===== config.mk =====
export PLATFORM = sky130hd
export DESIGN_NAME = led_scan_ctrl_flat
export DESIGN_NICKNAME = d
export VERILOG_FILES = /design/src/rtl/led_pkg.sv /design/src/rtl/led_scan_ctrl_if.sv /design/src/rtl/led_scan_ctrl.sv /design/src/flat_wrapper.sv
export SDC_FILE = /design/constraint.sdc
export NUM_CORES = 1
export LEC_CHECK = 0
export BUFFER_PORTS_ARGS = -buffer_cell sky130_fd_sc_hd__buf_2
export CORE_MARGIN = 10
export CORE_UTILIZATION = 58
export DETAILED_ROUTE_END_ITERATION = 7
export GPL_TIMING_DRIVEN = 0
export PLACE_DENSITY_LB_ADDON = 0.1
export RECOVER_POWER = 25
export SLEW_MARGIN = 5
export SYNTH_ARGS = -nofsm -noshare
export SYNTH_HDL_FRONTEND = slang
export SYNTH_SLANG_ARGS = --single-unit

===== constraint.sdc =====
create_clock -name clk -period 3.5 [get_ports clk]
set_input_delay 0.175 -clock clk [delete_from_list [all_inputs] [get_ports clk]]
set_output_delay 0.175 -clock clk [all_outputs]
set_load 0.02 [all_outputs]

===== src/rtl/led_pkg.sv =====
// Shared types and default parameter values for the multiplexed LED scan controller.
package led_pkg;

    typedef enum logic [1:0] {
        ST_IDLE  = 2'd0,
        ST_BLANK = 2'd1,
        ST_SHOW  = 2'd2
    } led_state_e;

    localparam int DEF_DIGITS    = 4;
    localparam int DEF_SHOW_CYC  = 1000;
    localparam int DEF_BLANK_CYC = 16;

    function automatic int max_int(input int a, input int b);
        return (a > b) ? a : b;
    endfunction

endpackage


===== src/rtl/led_scan_ctrl_if.sv =====
// Host-side load handshake of the LED scan controller: value, dots, suppression mode, strobe and ack.
interface led_scan_ctrl_if #(
    parameter int DIGITS = led_pkg::DEF_DIGITS
) ();
    logic [15:0]       num_in;
    logic [DIGITS-1:0] dot_in;
    logic              lz_en;
    logic              load;
    logic              load_ack;

    modport master (
        output num_in,
        output dot_in,
        output lz_en,
        output load,
        input  load_ack
    );

    modport slave (
        input  num_in,
        input  dot_in,
        input  lz_en,
        input  load,
        output load_ack
    );
endinterface


===== src/rtl/led_scan_ctrl.sv =====
// Time-multiplexed LED digit scanner: double-buffered value, frame-aligned adoption,
// blanking gap before every digit and leading-zero suppression.
module led_scan_ctrl
    import led_pkg::*;
#(
    parameter int DIGITS    = DEF_DIGITS,
    parameter int SHOW_CYC  = DEF_SHOW_CYC,
    parameter int BLANK_CYC = DEF_BLANK_CYC
) (
    input  logic               clk,
    input  logic               rst,
    led_scan_ctrl_if.slave     host,
    output logic [15:0]        bcd_num,
    output logic [2:0]         bcd_digit,
    input  logic [3:0]         bcd_out,
    output logic               seg_dot,
    output logic               seg_blank,
    output logic [DIGITS-1:0]  an_n,
    output logic               frame_tick
);

    localparam int              MAX_CYC  = max_int(SHOW_CYC, BLANK_CYC);
    localparam int              CW       = (MAX_CYC > 1) ? $clog2(MAX_CYC) : 1;
    localparam logic [CW-1:0]   SHOW_LD  = CW'(SHOW_CYC - 1);
    localparam logic [CW-1:0]   BLANK_LD = CW'(BLANK_CYC - 1);
    localparam logic [2:0]      TOP_DIG  = 3'(DIGITS - 1);

    led_state_e        r_state;
    logic [CW-1:0]     r_cnt;
    logic [15:0]       r_pend_num;
    logic [DIGITS-1:0] r_pend_dot;
    logic              r_pend_v;
    logic [DIGITS-1:0] r_act_dot;
    logic              r_flag;

    logic              w_cnt_done;
    logic              w_last_show;
    logic              w_adopt;
    logic              w_suppress;
    logic [7:0]        w_sel;
    logic [7:0]        w_dot_ext;
    logic [DIGITS-1:0] w_an_show;

    assign w_cnt_done  = (r_cnt == {CW{1'b0}});
    assign w_last_show = (r_state == ST_SHOW) && w_cnt_done && (bcd_digit == 3'd0);
    assign w_adopt     = r_pend_v && ((r_state == ST_IDLE) || w_last_show);
    // The flag remembers a nonzero digit earlier in this frame, ending zero suppression.
    assign w_suppress  = host.lz_en && (bcd_digit != 3'd0) && (bcd_out == 4'd0) && !r_flag;
    assign w_sel       = 8'd1 << bcd_digit;
    assign w_dot_ext   = 8'(r_act_dot);
    assign w_an_show   = ~w_sel[DIGITS-1:0];

    // Scan state machine with all display, handshake and buffer registers.
    always_ff @(posedge clk) begin
        if (rst) begin
            r_state       <= ST_IDLE;
            r_cnt         <= {CW{1'b0}};
            r_pend_num    <= 16'd0;
            r_pend_dot    <= {DIGITS{1'b0}};
            r_pend_v      <= 1'b0;
            r_act_dot     <= {DIGITS{1'b0}};
            r_flag        <= 1'b0;
            bcd_num       <= 16'd0;
            bcd_digit     <= 3'd0;
            seg_dot       <= 1'b0;
            seg_blank     <= 1'b1;
            an_n          <= {DIGITS{1'b1}};
            frame_tick    <= 1'b0;
            host.load_ack <= 1'b0;
        end else begin
            host.load_ack <= 1'b0;
            frame_tick    <= 1'b0;

            case (r_state)
                ST_IDLE: begin
                    an_n      <= {DIGITS{1'b1}};
                    seg_blank <= 1'b1;
                    seg_dot   <= 1'b0;
                    if (r_pend_v) begin
                        r_state   <= ST_BLANK;
                        r_cnt     <= BLANK_LD;
                        bcd_digit <= TOP_DIG;
                        r_flag    <= 1'b0;
                    end else begin
                        r_cnt <= {CW{1'b0}};
                    end
                end
                ST_BLANK: begin
                    if (w_cnt_done) begin
                        r_state   <= ST_SHOW;
                        r_cnt     <= SHOW_LD;
                        an_n      <= w_an_show;
                        seg_dot   <= w_dot_ext[bcd_digit];
                        seg_blank <= w_suppress;
                        if (bcd_out != 4'd0) begin
                            r_flag <= 1'b1;
                        end else begin
                            r_flag <= r_flag;
                        end
                    end else begin
                        r_cnt <= r_cnt - CW'(1);
                    end
                end
                ST_SHOW: begin
                    if (w_cnt_done) begin
                        r_state   <= ST_BLANK;
                        r_cnt     <= BLANK_LD;
                        an_n      <= {DIGITS{1'b1}};
                        seg_blank <= 1'b1;
                        seg_dot   <= 1'b0;
                        if (bcd_digit == 3'd0) begin
                            frame_tick <= 1'b1;
                            bcd_digit  <= TOP_DIG;
                            r_flag     <= 1'b0;
                        end else begin
                            bcd_digit <= bcd_digit - 3'd1;
                        end
                    end else begin
                        r_cnt <= r_cnt - CW'(1);
                    end
                end
                default: begin
                    r_state   <= ST_IDLE;
                    r_cnt     <= {CW{1'b0}};
                    an_n      <= {DIGITS{1'b1}};
                    seg_blank <= 1'b1;
                    seg_dot   <= 1'b0;
                end
            endcase

            // Adoption reads the pre-edge pending contents; a load on this same edge stays pending.
            if (w_adopt) begin
                bcd_num       <= r_pend_num;
                r_act_dot     <= r_pend_dot;
                host.load_ack <= 1'b1;
                r_pend_v      <= 1'b0;
            end else begin
                r_pend_v <= r_pend_v;
            end

            if (host.load) begin
                r_pend_num <= host.num_in;
                r_pend_dot <= host.dot_in;
                r_pend_v   <= 1'b1;
            end else begin
                r_pend_num <= r_pend_num;
            end
        end
    end

endmodule


===== src/flat_wrapper.sv =====
// flat-port wrapper written by rule: the top's interface ports become plain ports
module led_scan_ctrl_flat import led_pkg::*;
#(
    parameter int DIGITS    = DEF_DIGITS,
    parameter int SHOW_CYC  = DEF_SHOW_CYC,
    parameter int BLANK_CYC = DEF_BLANK_CYC
)
  (clk, rst, bcd_num, bcd_digit, bcd_out, seg_dot, seg_blank, an_n, frame_tick, host_num_in, host_dot_in, host_lz_en, host_load, host_load_ack);
  led_scan_ctrl_if #(.DIGITS(DIGITS)) host_i ();
  input  logic clk;
  input  logic rst;
  output logic [15:0] bcd_num;
  output logic [2:0] bcd_digit;
  input  logic [3:0] bcd_out;
  output logic seg_dot;
  output logic seg_blank;
  output logic [DIGITS-1:0] an_n;
  output logic frame_tick;
  input wire logic [$bits(host_i.num_in)-1:0] host_num_in;
  input wire logic [$bits(host_i.dot_in)-1:0] host_dot_in;
  input wire logic [$bits(host_i.lz_en)-1:0] host_lz_en;
  input wire logic [$bits(host_i.load)-1:0] host_load;
  output wire logic [$bits(host_i.load_ack)-1:0] host_load_ack;
  assign host_i.num_in = host_num_in;
  assign host_i.dot_in = host_dot_in;
  assign host_i.lz_en = host_lz_en;
  assign host_i.load = host_load;
  assign host_load_ack = host_i.load_ack;
  led_scan_ctrl #(.DIGITS(DIGITS), .SHOW_CYC(SHOW_CYC), .BLANK_CYC(BLANK_CYC)) u_core (.clk(clk), .rst(rst), .host(host_i), .bcd_num(bcd_num), .bcd_digit(bcd_digit), .bcd_out(bcd_out), .seg_dot(seg_dot), .seg_blank(seg_blank), .an_n(an_n), .frame_tick(frame_tick));
endmodule

[After elaboration in Yosys (flattened, before gate mapping)]
Cells that the tools add are included.
Operators by class
  reductions and logical operators: 22
  $lt $le $gt $ge: 1
  multiplexer cells: 33
  eq/ne operators: 7
  bitwise operators: 3
  shifts and indexed selects: 1
  add/subtract/negate cells: 2
Operators with widths (count)
  one-hot mux 10 bit (3 select lines): 1
  two-way mux 10 bit: 2
  two-way mux 1 bit: 14
  two-way mux 4 bit: 3
  logical NOT 10 bit: 1
  subtractor 10 x 1 -> 10 bit, second input constant: 1
  two-way mux 3 bit: 3
  inequality test 2 x 1 -> 1 bit, second input constant: 4
  one-hot mux 4 bit (2 select lines): 1
  logical AND 1 bit: 6
  two-way mux 2 bit: 3
  one-hot mux 2 bit (3 select lines): 1
  one-hot mux 3 bit (2 select lines): 1
  AND reduction 3 bit: 2
  AND reduction 6 bit: 1
  nonzero test 3 bit: 2
  logical NOT 4 bit: 1
  less-than comparator 3 x 4 -> 1 bit, second input constant: 1
  NOT 4 bit: 1
  one-hot mux 1 bit (2 select lines): 2
  nonzero test 2 bit: 2
  nonzero test 4 bit: 1
  left shift 1 x 3 -> 4 bit, first input constant: 1
  binary-select mux 1 bit (select 3 bit): 1
  12 further kinds: 13
Storage, ports and cells
  input bits: 28
  register bits after elaboration: 65
  output and inout bits: 27

[Logic depth before layout (Yosys ltp)]
  depth in word-level cells: 7
  depth in mapped cells: 8

[Worst setup path before layout]
Ideal clock, no wire load.
  path kind: register -> register
  from: register u_core.r_cnt[0]
  to: register u_core.bcd_num[0]
  arrival: 2.243 ns
  path buffers: 2
  cell stages (with the launch flop): 9
  setup slack: 1.185 ns
  path through: dfxtp_1 -> inv_1 -> ha_1 -> or3b_2 -> clkbuf_1 -> or4_4 -> a21oi_4 -> buf_6 -> mux2i_1
Between the ends
  cells in the longest elaborated chain, start to end: 5
Ends and longest elaborated chain
  start, declared: line led_scan_ctrl.sv:29  | logic [CW-1:0] r_cnt;
  start signal, assigned: line led_scan_ctrl.sv:57  | r_cnt <= {CW{1'b0}};
  start signal, assigned: line led_scan_ctrl.sv:85  | r_cnt <= {CW{1'b0}};
  start signal, assigned: line led_scan_ctrl.sv:101  | r_cnt <= r_cnt - CW'(1);
  logical NOT 10 bit: line led_scan_ctrl.sv:44  | assign w_cnt_done = (r_cnt == {CW{1'b0}});
  logical AND 1 bit (2 in series): line led_scan_ctrl.sv:45  | assign w_last_show = (r_state == ST_SHOW) && w_cnt_done && (bcd_digit == 3'd0);
  logical OR 1 bit: line led_scan_ctrl.sv:46  | assign w_adopt = r_pend_v && ((r_state == ST_IDLE) || w_last_show);
  logical AND 1 bit: line led_scan_ctrl.sv:46
  end signal, assigned: line led_scan_ctrl.sv:133  | bcd_num <= r_pend_num;
  end, declared: line led_scan_ctrl.sv:13  | output logic [15:0] bcd_num,
No other way between the ends.
A chain may end at the register's enable or synchronous reset.

[Worst setup path after layout]
  from: register u_core.r_cnt[0]
  to: register u_core.r_cnt[6]
Between the ends
  cells in the longest elaborated chain, start to end: 3
  elaborated cells between the ends (all ways): 5
Ends and longest elaborated chain
  subtractor 10 x 1 -> 10 bit / logical NOT 10 bit (equally long branches): line led_scan_ctrl.sv:101, led_scan_ctrl.sv:119, led_scan_ctrl.sv:44
  two-way mux 10 bit (on tied branches): line led_scan_ctrl.sv:105, led_scan_ctrl.sv:89
  one-hot mux 10 bit (3 select lines) *: line led_scan_ctrl.sv:74  | case (r_state)
Every way passes the cells marked *; elsewhere a longest branch is shown, timed or not.

==> qor.yml <==
cts_hold_buffers: 0
insertion_delay_ns: 0.34
die_width_um: 88.5
ys_warn_count: 0
setup_viol: 0
critPathMaxFanout: 10
overflow: 0
synth-main-ff-cell: "dfxtp_1"
end_kind: "flop"
period_share_pct: 76.4
r2r_end: "u_core.r_cnt[6]"
min-delay-start: "host_num_in[13]"
cts_tree: "done"
drc: 0
slowest_delay_ns: 0.50
core_mm2: 0.00444
cts_made_buffers: 9
syn2layout_area_growth_pct: 18.4
root_buffer: "clkbuf_8"
slowest_stage: "a21oi_1"
num_vias: 2307
worstSetupStartpointType: "flop"
tns_ns: 0
vdd_ir_drop_max_uv: 349
maxSlewViolCount: 0
syn_inst: 292
r2r_start: "u_core.r_cnt[0]"
worstMarginPinSlew_ns: 0.783
synth_top_family_by_area: "simple AND/OR/NAND/NOR gates"
leakagePower_nw: 1.36
dp_hpwl_mm: 4.38
fillers: 351
grt_max_degree: 11
finish.instance_area_mm2: 0.00322
crit_start: "u_core.r_cnt[0]"
synth_nets: 326
antenna_found_initial: 0
clkSinkCount: 65
die_h_um: 88.5
synthSimpleGateAreaFrac_pct: 18.0
min_path_cells: 3
post_drt_wl_per_cell_um: 15.5
diodes: 0
path_cells: "inv_1, ha_1, or3b_2, clkbuf_1, or3_1, clkbuf_1, a21oi_1, nor2_1"
gp_congestion: 0.867
drt_iter0_markers: 131
crit_top_cell: "clkbuf_1"
ys_seq_area_share_pct: 47.8
min_to: "u_core.r_pend_num[13]"
postCtsSetupBuffers: 0
powerDensity_mw_per_mm2: 693
max_cap_viol_count: 0
track_usage_pct: 17.6
synth_compound_gate_area_share_pct: 9.33
vias_per_cell: 5.57
die_area_mm2: 0.00783
rsz0062_at_grt: "no"
cp_num_buf_inv: 3
post_cts_resized: 0
ant_nets: 0
synthArstFlopShare_pct: 0
worst-setup-path-type: "reg -> reg"
routed_wl_mm: 6.40
slew_headroom_pct: 47.3
ios: 55
arrival_ns: 2.88
synth_edf_count: 0
muxShareOfSynthArea_pct: 15.5
synth.avg_cell_area_um2: 9.32
clk_pin_slew_worst_paths_ns: 0.07
status: "finished, final reports clean"
synth_cell_type_count: 42
grt_first_pass_wirelength_mm: 10.8
place_area_mm2: 0.00306
cp.required_ns: 3.71
post-route-min-period_ns: 2.67
r2r_slack_ns: 0.83
synth_xor_area_share_pct: 2.25
reg2reg_depth: 8
fmax_ghz: 0.374
cts_max_level: 3
seqCellArea_mm2: 0.00130
nets: 391
grt_pass1_vias: 2427
multi_input_area_mm2: 0.00130
critical_path.top_delay_family: "simple AND/OR/NAND/NOR gates"
hold_ws_ns: 0.0683
syn-cell-area_mm2: 0.00272
fin_skew_ns: 0.00827
drive_gt1_share_pct: 16.0
io_buffers: 54
hold_class: "in -> reg"
initial_core_util_pct: 61.3
hold_violations: 0
cts_buffer_depth: 2
rows: 24
ys_ff_latch: 65
synthAdderAreaFrac_pct: 2.76
drt-pass1-iter-count: 4
[cells in the mapped netlist (all sizes together) (2+ instances only)]
library cell  instances  area, um^2
dfxtp                65        1300
nand2                43         161
mux2i                40         400
nor2                 31         116
a21oi                14        81.3
nor3                 13        65.1
clkbuf               11        41.3
buf                   8        46.3
inv                   8        30.0
ha                    6        75.1
a31oi                 4        25.0
nand2b                4        25.0
o21ai                 4        20.0
xnor2                 4        35.0
a311oi                3        26.3
and3                  3        18.8
nor4                  3        18.8
or4                   3        26.3
xor2                  3        26.3
a2111oi               2        17.5
a22o                  2        17.5
o31ai                 2        15.0
or3                   2        12.5
[layout make-up]
class | instances | area share, %
timing repair buffer | 54 | 7.57
inverter | 8 | 0.931
tap | 52 | 2.02
sequential | 65 | 40.4
buffer | 19 | 2.72
clock inverter | 2 | 0.310
multi-input combinational | 200 | 40.4
clock buffer | 14 | 5.67
[kinds of logic after synthesis]
family                     after synthesis
AOI/OAI and AO/OA                       37
xor gates and xnor gates                 7
adders and majority gates                6
buffers and inverters                   27
DFF                                     65
muxes                                   41
and+or+nand+nor                        109
[registers in the layout (all words and copies together) (netlist names)]
register and count:
u_core.an_n 4, u_core.bcd_digit 3, u_core.bcd_num 16, u_core.frame_tick 1, u_core.host.load_ack 1, u_core.r_act_dot 4, u_core.r_cnt 10, u_core.r_flag 1
u_core.r_pend_dot 4, u_core.r_pend_num 16, u_core.r_pend_v 1, u_core.r_state 2, u_core.seg_blank 1, u_core.seg_dot 1
[worst register-to-register path: stages, from the launching register on]
cell and delay, ns:
dfxtp_1 0.34, inv_1 0.06, ha_1 0.20, or3b_2 0.45, clkbuf_1 0.24, or3_1 0.41, clkbuf_1 0.24, a21oi_1 0.50
nor2_1 0.11
[where the power goes]
group | switching, mW | internal, mW | total (mW)
clock | 0.272 | 0.332 | 0.604
combinational | 0.449 | 0.292 | 0.742
sequential | 0.0638 | 0.825 | 0.889
total | 0.785 | 1.45 | 2.24
[through the flow]
| step | util (%) | power, mW | instances | setup WS, ns |
|---|---|---|---|---|
| after floorplan | - | 1.46 | 292 | 1.19 |
| after global placement | 68.8 | 1.61 | 398 | 0.934 |
| after detailed placement | 68.8 | 1.63 | 398 | 0.886 |
| after CTS | 73.1 | 2.24 | 414 | 0.865 |
| after global routing | 72.6 | 2.39 | 414 | 0.626 |
| final | 72.6 | 2.24 | 414 | 0.826 |
[metal layers]
layer | global-route usage [%] | vias to the layer above | part of all wire [%]
li1 | - | 1131 | -
met1 | 20.2 | 1088 | 44
met2 | 28.0 | 76 | 46
met3 | 6.34 | 12 | 8.5
met4 | 9.84 | 0 | 2.1
met5 | 0 | - | 0
[cells in the final DEF (no fill, tap or decap), drive strengths merged, types with 2 or more instances in the layout]
master	synthesis	routed
a2111oi	2	2
a21oi	14	14
a22o	2	2
a311oi	3	3
a31oi	4	4
and3	3	3
buf	8	40
clkbuf	11	47
clkinv	0	2
dfxtp	65	65
ha	6	6
inv	8	8
mux2i	40	40
nand2	43	43
nand2b	4	4
nor2	31	31
nor3	13	13
nor4	3	3
o21ai	4	4
o31ai	2	2
or3	2	2
or4	3	3
xnor2	4	4
xor2	3	3
[worst max-delay path by stage]
| stage | endpoint | slack (ns) | depth (start not counted) |
|---|---|---|---|
| final | u_core.r_cnt[6] | 0.83 | 8 |
| after global routing | u_core.r_cnt[6] | 0.63 | 8 |
| after CTS | u_core.r_cnt[6] | 0.86 | 8 |
| after detailed placement | u_core.r_cnt[6] | 0.89 | 8 |
| after global placement | u_core.r_cnt[6] | 0.93 | 8 |
| after floorplan | u_core.bcd_num[0] | 1.19 | 8 |
Power figures use the tool's default switching activity.
